$ cat config.mk
export PLATFORM = sky130hd
export DESIGN_NAME = ret_check
export DESIGN_NICKNAME = d
export VERILOG_FILES = /design/src/rtl/ras_pkg.sv /design/src/rtl/ret_fifo.sv /design/src/rtl/ret_check.sv
export SDC_FILE = /design/constraint.sdc
export NUM_CORES = 1
export LEC_CHECK = 0
export CAP_MARGIN = 20
export CORE_MARGIN = 2
export CORE_UTILIZATION = 50
export CTS_BUF_LIST = sky130_fd_sc_hd__clkbuf_2
export DETAILED_ROUTE_END_ITERATION = 16
export PLACE_DENSITY_LB_ADDON = 0.05
export SLEW_MARGIN = 10
export SYNTH_ARGS = -nofsm -noshare
export SYNTH_HDL_FRONTEND = slang
export SYNTH_SLANG_ARGS = --single-unit
$ cat constraint.sdc
create_clock -name clk -period 4.9 [get_ports clk]
set_clock_uncertainty 0.15 [all_clocks]
set_input_delay 0.98 -clock clk [delete_from_list [all_inputs] [get_ports clk]]
set_output_delay 0.98 -clock clk [all_outputs]
set_load 0.01 [all_outputs]
$ cat src/rtl/ras_pkg.sv
// rtl/ras_pkg.sv - shared return-address-stack defaults and prediction entry type
//
// Shared by the RAS (fetch side) and the return-check path (execute side).
//   RAS_ADDR_W  : return address width
//   RAS_TOS_W   : stack-top pointer snapshot width
//   RAS_CNT_W   : statistics counter width
//   RAS_QDEPTH  : pending-prediction queue depth
//   ras_entry_t : {addr, tos} as carried from fetch to execute
package ras_pkg;

    localparam int RAS_ADDR_W = 32;
    localparam int RAS_TOS_W  = 2;
    localparam int RAS_CNT_W  = 16;
    localparam int RAS_QDEPTH = 4;

    typedef struct packed {
        logic [RAS_ADDR_W-1:0] addr;
        logic [RAS_TOS_W-1:0]  tos;
    } ras_entry_t;

endpackage

$ cat src/rtl/ret_fifo.sv
// rtl/ret_fifo.sv - in-order FIFO of pending return predictions with single-cycle clear
//
// Ports:
//   clk, reset  : clock, asynchronous active-low reset
//   clear       : empties the FIFO at the next edge; overrides push and pop
//   push        : write push_data (ignored while full)
//   push_data   : entry to append
//   pop         : drop the head entry (ignored while empty)
//   head        : oldest entry, valid while empty is low
//   full, empty : occupancy flags
module ret_fifo #(
    parameter int DATA_W = 34,
    parameter int DEPTH  = 4
) (
    input  logic              clk,
    input  logic              reset,
    input  logic              clear,
    input  logic              push,
    input  logic [DATA_W-1:0] push_data,
    input  logic              pop,
    output logic [DATA_W-1:0] head,
    output logic              full,
    output logic              empty
);

    // DEPTH is a power of two, so the pointers wrap naturally.
    localparam int AW = $clog2(DEPTH);

    logic [DATA_W-1:0] mem [DEPTH];
    logic [AW-1:0]     wr_ptr;
    logic [AW-1:0]     rd_ptr;
    logic [AW:0]       occ;
    logic              do_push;
    logic              do_pop;

    assign full    = (occ == (AW+1)'(DEPTH));
    assign empty   = (occ == '0);
    assign head    = mem[rd_ptr];

    // A clear discards anything offered in the same cycle.
    assign do_push = push && !full && !clear;
    assign do_pop  = pop && !empty && !clear;

    // Storage needs no reset: occupancy guards every read.
    always_ff @(posedge clk) begin
        if (do_push) begin
            mem[wr_ptr] <= push_data;
        end
    end

    always_ff @(posedge clk or negedge reset) begin
        if (!reset) begin
            wr_ptr <= '0;
            rd_ptr <= '0;
            occ    <= '0;
        end else if (clear) begin
            wr_ptr <= '0;
            rd_ptr <= '0;
            occ    <= '0;
        end else begin
            if (do_push) begin
                wr_ptr <= wr_ptr + AW'(1);
            end
            if (do_pop) begin
                rd_ptr <= rd_ptr + AW'(1);
            end
            case ({do_push, do_pop})
                2'b10:   occ <= occ + (AW+1)'(1);
                2'b01:   occ <= occ - (AW+1)'(1);
                default: occ <= occ;
            endcase
        end
    end

endmodule

$ cat src/rtl/ret_check.sv
// rtl/ret_check.sv - return-prediction verifier: checks resolved returns against queued predictions
//
// Ports:
//   clk, reset                      : clock, asynchronous active-low reset
//   pred_valid/pred_ready           : fetch-side prediction handshake
//   pred_addr, pred_tos             : predicted return address and stack-top before the pop
//   res_valid/res_ready             : execute-side resolve handshake
//   res_target                      : actual return target
//   flush_in                        : pipeline flush, empties the queue, blocks both handshakes
//   chk_valid, chk_hit              : one-cycle check result, the cycle after the resolve
//   mis_valid                       : one-cycle mispredict pulse
//   mis_target, mis_tos             : redirect address / stack-top to restore, held until next miss
//   hit_cnt, miss_cnt               : saturating statistics, untouched by flush_in
module ret_check
    import ras_pkg::*;
#(
    parameter int W     = RAS_ADDR_W,
    parameter int DEPTH = RAS_QDEPTH,
    parameter int TOS_W = RAS_TOS_W,
    parameter int CNT_W = RAS_CNT_W
) (
    input  logic             clk,
    input  logic             reset,
    input  logic             pred_valid,
    output logic             pred_ready,
    input  logic [W-1:0]     pred_addr,
    input  logic [TOS_W-1:0] pred_tos,
    input  logic             res_valid,
    output logic             res_ready,
    input  logic [W-1:0]     res_target,
    input  logic             flush_in,
    output logic             chk_valid,
    output logic             chk_hit,
    output logic             mis_valid,
    output logic [W-1:0]     mis_target,
    output logic [TOS_W-1:0] mis_tos,
    output logic [CNT_W-1:0] hit_cnt,
    output logic [CNT_W-1:0] miss_cnt
);

    // Same layout as ras_entry_t, but sized by this instance's parameters.
    typedef struct packed {
        logic [W-1:0]     addr;
        logic [TOS_W-1:0] tos;
    } entry_t;

    entry_t push_entry;
    entry_t head_entry;
    logic   q_full;
    logic   q_empty;
    logic   accept;
    logic   check;
    logic   hit;
    logic   miss;
    logic   q_clear;

    assign pred_ready = !q_full && !flush_in;
    assign res_ready  = !q_empty && !flush_in;

    assign accept     = pred_valid && pred_ready;
    assign check      = res_valid && res_ready;

    assign hit        = (res_target == head_entry.addr);
    assign miss       = check && !hit;

    // A miss means everything younger than the head was fetched down the
    // wrong path, including a prediction arriving this very cycle, so the
    // clear overrides the push inside the FIFO.
    assign q_clear    = flush_in || miss;

    assign push_entry.addr = pred_addr;
    assign push_entry.tos  = pred_tos;

    ret_fifo #(
        .DATA_W ($bits(entry_t)),
        .DEPTH  (DEPTH)
    ) u_fifo (
        .clk       (clk),
        .reset     (reset),
        .clear     (q_clear),
        .push      (accept),
        .push_data (push_entry),
        .pop       (check && hit),
        .head      (head_entry),
        .full      (q_full),
        .empty     (q_empty)
    );

    // Check results and redirect information, one cycle after the resolve.
    always_ff @(posedge clk or negedge reset) begin
        if (!reset) begin
            chk_valid  <= 1'b0;
            chk_hit    <= 1'b0;
            mis_valid  <= 1'b0;
            mis_target <= '0;
            mis_tos    <= '0;
        end else begin
            chk_valid <= check;
            chk_hit   <= check && hit;
            mis_valid <= miss;
            if (miss) begin
                mis_target <= res_target;
                mis_tos    <= head_entry.tos;
            end
        end
    end

    // Statistics stick at all-ones rather than wrapping.
    always_ff @(posedge clk or negedge reset) begin
        if (!reset) begin
            hit_cnt  <= '0;
            miss_cnt <= '0;
        end else begin
            if (check && hit && (hit_cnt != '1)) begin
                hit_cnt <= hit_cnt + CNT_W'(1);
            end
            if (miss && (miss_cnt != '1)) begin
                miss_cnt <= miss_cnt + CNT_W'(1);
            end
        end
    end

endmodule

==> flow_summary.json <==
{
  "drc": 0,
  "rows": 48,
  "synth_top_area_share_pct": 46.9,
  "fin_crit_ns": 4.11,
  "crit_fanout": 25,
  "core_area_um2": 17200,
  "hold_class": "reg2reg",
  "synthCells": 511,
  "antenna_found_initial": 1,
  "grt_remaining_overflow": 0,
  "cts_inserted_buffers": 53,
  "pre_cts_slack_ns": 0.817,
  "htree_levels": 2,
  "layout_common_cells": "140 x clkdlybuf4s50_1, 136 x edfxtp_1, 81 x clkbuf_2, 74 x dfrtp_1, 46 x xnor2_1",
  "clk_latency_ns": 0.79,
  "synthArstFlopShare_pct": 35.8,
  "yosysTopAreaCell": "edfxtp_1",
  "slew_violations": 0,
  "worst_pin_slew_ns": 0.576,
  "min_period_over_period_pct": 83.9,
  "grt_max_degree": 77,
  "start_util_pct": 50.7,
  "worstPathArrival_ns": 4.61,
  "area_growth_pct": 25.6,
  "final_common_cell": "clkdlybuf4s50_1",
  "avgRoutedWirePerCell_um": 18.7,
  "synth_flop_cell": "edfxtp_1",
  "cts_sinks": 212,
  "synth_top_family_by_area": "multiplexers",
  "yosysWarnings": 0,
  "die-area_um2": 18500,
  "synthMuxAreaShare_pct": 14.1,
  "viasPerCell": 5.28,
  "ant_nets": 0,
  "synth_compound_area_share_pct": 1.11,
  "path_clk_slew_ns": 0.10,
  "path_class": "reg2reg",
  "yosysUniqueCellTypes": 38,
  "synth-xor-area-share_pct": 5.94,
  "post_cts_resized": 0,
  "synth_enable_flop_cells": 136,
  "cts_buffer_depth": 3,
  "finalPower_mw": 4.08,
  "drv_cap": 0,
  "gr-usage-all-layers_pct": 20.5,
  "grt_pass1_vias": 5565,
  "die_h_um": 136,
  "synth_seq_cells": 212,
  "final_nets": 778,
  "utilization_pct": 63.6,
  "cts-hold-fix-buffers": 0,
  "fmax_mhz": 243,
  "status": "finished, final reports clean",
  "irDropWorstVdd_mv": 0.201,
  "fillers": 1331,
  "avgSynthCellArea_um2": 17.0,
  "leakage_nw": 4.03,
  "synthTopCellsByArea": "edfxtp_1 47%, dfrtp_1 22%, mux4_2 8.8%",
  "syn-num-nets": 589,
  "start_kind": "flip-flop",
  "hold_viol": 0,
  "required_ns": 5.40,
  "yosys.area_share.simple_pct": 7.18,
  "die_w_um": 136,
  "rsz0062_at_grt": "no",
  "post_cts_buffers": 0,
  "firstDrtPassIters": 4,
  "grt_pass1_wl_mm": 28.5,
  "io-pin-count": 142,
  "hpwl_mm": 11.6,
  "clock_tree.root_cell": "clkbuf_2",
  "synth_area_um2": 8700,
  "place.gp.congestion": 0.760,
  "setup_slack_ns": 0.788,
  "vias": 5116,
  "drt-initial-drc-count": 279,
  "maxSlewHeadroom_pct": 61.3,
  "layout-drive-gt1-share_pct": 24.6,
  "portBuffers": 141,
  "routed_wl_mm": 18.1,
  "synth_seq_area_share_pct": 68.8,
  "synth-adder-area-share_pct": 1.09,
  "power.density_nw_per_um2": 374,
  "cts_tree": "yes",
  "cp-end-kind": "flip-flop",
  "finalSetupViolations": 0
}
==> path summary, 6_finish.rpt <==
| path | startpoint | to | slack, ns | cells past startpoint |
|---|---|---|---|---|
| setup / recovery | u_fifo.rd_ptr[0] | u_fifo.occ[2] | 0.79 | 11 |
| hold / removal | miss_cnt[10] | miss_cnt[10] | 0.35 | 1 |
| setup reg to reg | u_fifo.rd_ptr[0] | u_fifo.occ[2] | 0.79 | 11 |
| hold reg to reg | miss_cnt[10] | miss_cnt[10] | 0.35 | 1 |
| max in group asynchronous | reset | u_fifo.rd_ptr[0] | 3.50 | 3 |
| min in group asynchronous | reset | mis_target[15] | 0.50 | 2 |
==> power by group <==
part | switching [mW] | internal (mW)
registers | 0.101 | 2.07
logic | 0.283 | 0.453
clock network | 0.681 | 0.493
total | 1.07 | 3.02
==> logic make-up (layout without fill, tap and decap cells) <==
kind of cell             count (synthesis)  after routing
adder cells (fa/ha/maj)                  7              7
AND/OR/NAND/NOR                        113            113
AO/OA/AOI/OAI                           15             15
other                                    0              1
multiplexers                            75             75
flip-flops                             212            212
XOR/XNOR                                59             59
buffers and inverters                   30            262
==> Yosys cell counts (2+ instances only) <==
| cell | number |
|---|---|
| or3_1 | 2 |
| mux4_2 | 34 |
| nand3_1 | 16 |
| edfxtp_1 | 136 |
| nor2_1 | 13 |
| ha_1 | 6 |
| nand2_1 | 24 |
| buf_6 | 3 |
| xnor2_1 | 46 |
| inv_1 | 11 |
| nor4_4 | 2 |
| a31oi_1 | 2 |
| nor4_1 | 4 |
| nand4_1 | 20 |
| nor3_1 | 18 |
| o21ai_0 | 3 |
| and3_1 | 4 |
| mux2i_1 | 3 |
| clkbuf_1 | 9 |
| a21oi_1 | 5 |
| nor4_2 | 2 |
| and2_1 | 3 |
| dfrtp_1 | 76 |
| xor2_1 | 13 |
| buf_2 | 6 |
| mux2_2 | 38 |
==> stage by stage <==
| stage | instance area [µm²] | hold slack (ns) | TNS [ns] | instances |
|---|---|---|---|---|
| floorplan | 8700 | 0.365 | -65.23 | 511 |
| global placement | 10400 | 0.328 | 0 | 868 |
| detailed placement | 10400 | 0.337 | 0 | 868 |
| CTS | 10900 | 0.175 | 0 | 966 |
| global route | 10900 | 0.379 | 0 | 969 |
| finish | 10900 | 0.348 | 0 | 969 |
==> final cells by class <==
class	count	area, µm²	area share, %
clock inverters	17	95.1	0.870
diodes	1	2.50	0.0229
flip-flops and latches	212	5990	54.8
inverters	11	41.3	0.378
well taps	225	282	2.58
repair buffers	153	1530	14.0
clock buffers	81	405	3.71
multi-input cells	269	2580	23.6
==> metal layers <==
metal / up-vias / wire, µm / GRT usage [%]
li1: 2374 / - / -
met1: 2549 / 7580 / 25.7
met2: 157 / 9160 / 34.8
met3: 36 / 882 / 4.51
met4: 0 / 448 / 8.39
met5: - / 0 / 0
==> state kept, by name, indices dropped and copies added (netlist names) <==
| name | flops |
|---|---|
| u_fifo.rd_ptr | 2 |
| u_fifo.mem | 136 |
| chk_valid | 1 |
| u_fifo.wr_ptr | 2 |
| miss_cnt | 16 |
| mis_target | 32 |
| hit_cnt | 16 |
| mis_valid | 1 |
| chk_hit | 1 |
| u_fifo.occ | 3 |
| mis_tos | 2 |
==> worst max-delay path, cell delays in order, from the launching register on <==
cell	delay, ns
dfrtp_2	0.69
buf_12	0.29
mux4_2	0.54
xnor2_1	0.16
nand4_1	0.27
nor4_4	0.58
nand3_1	0.24
nor2_1	0.21
fa_1	0.28
or3_1	0.14
a21oi_1	0.06
or3_1	0.37
(Power assumes the default switching activity.)
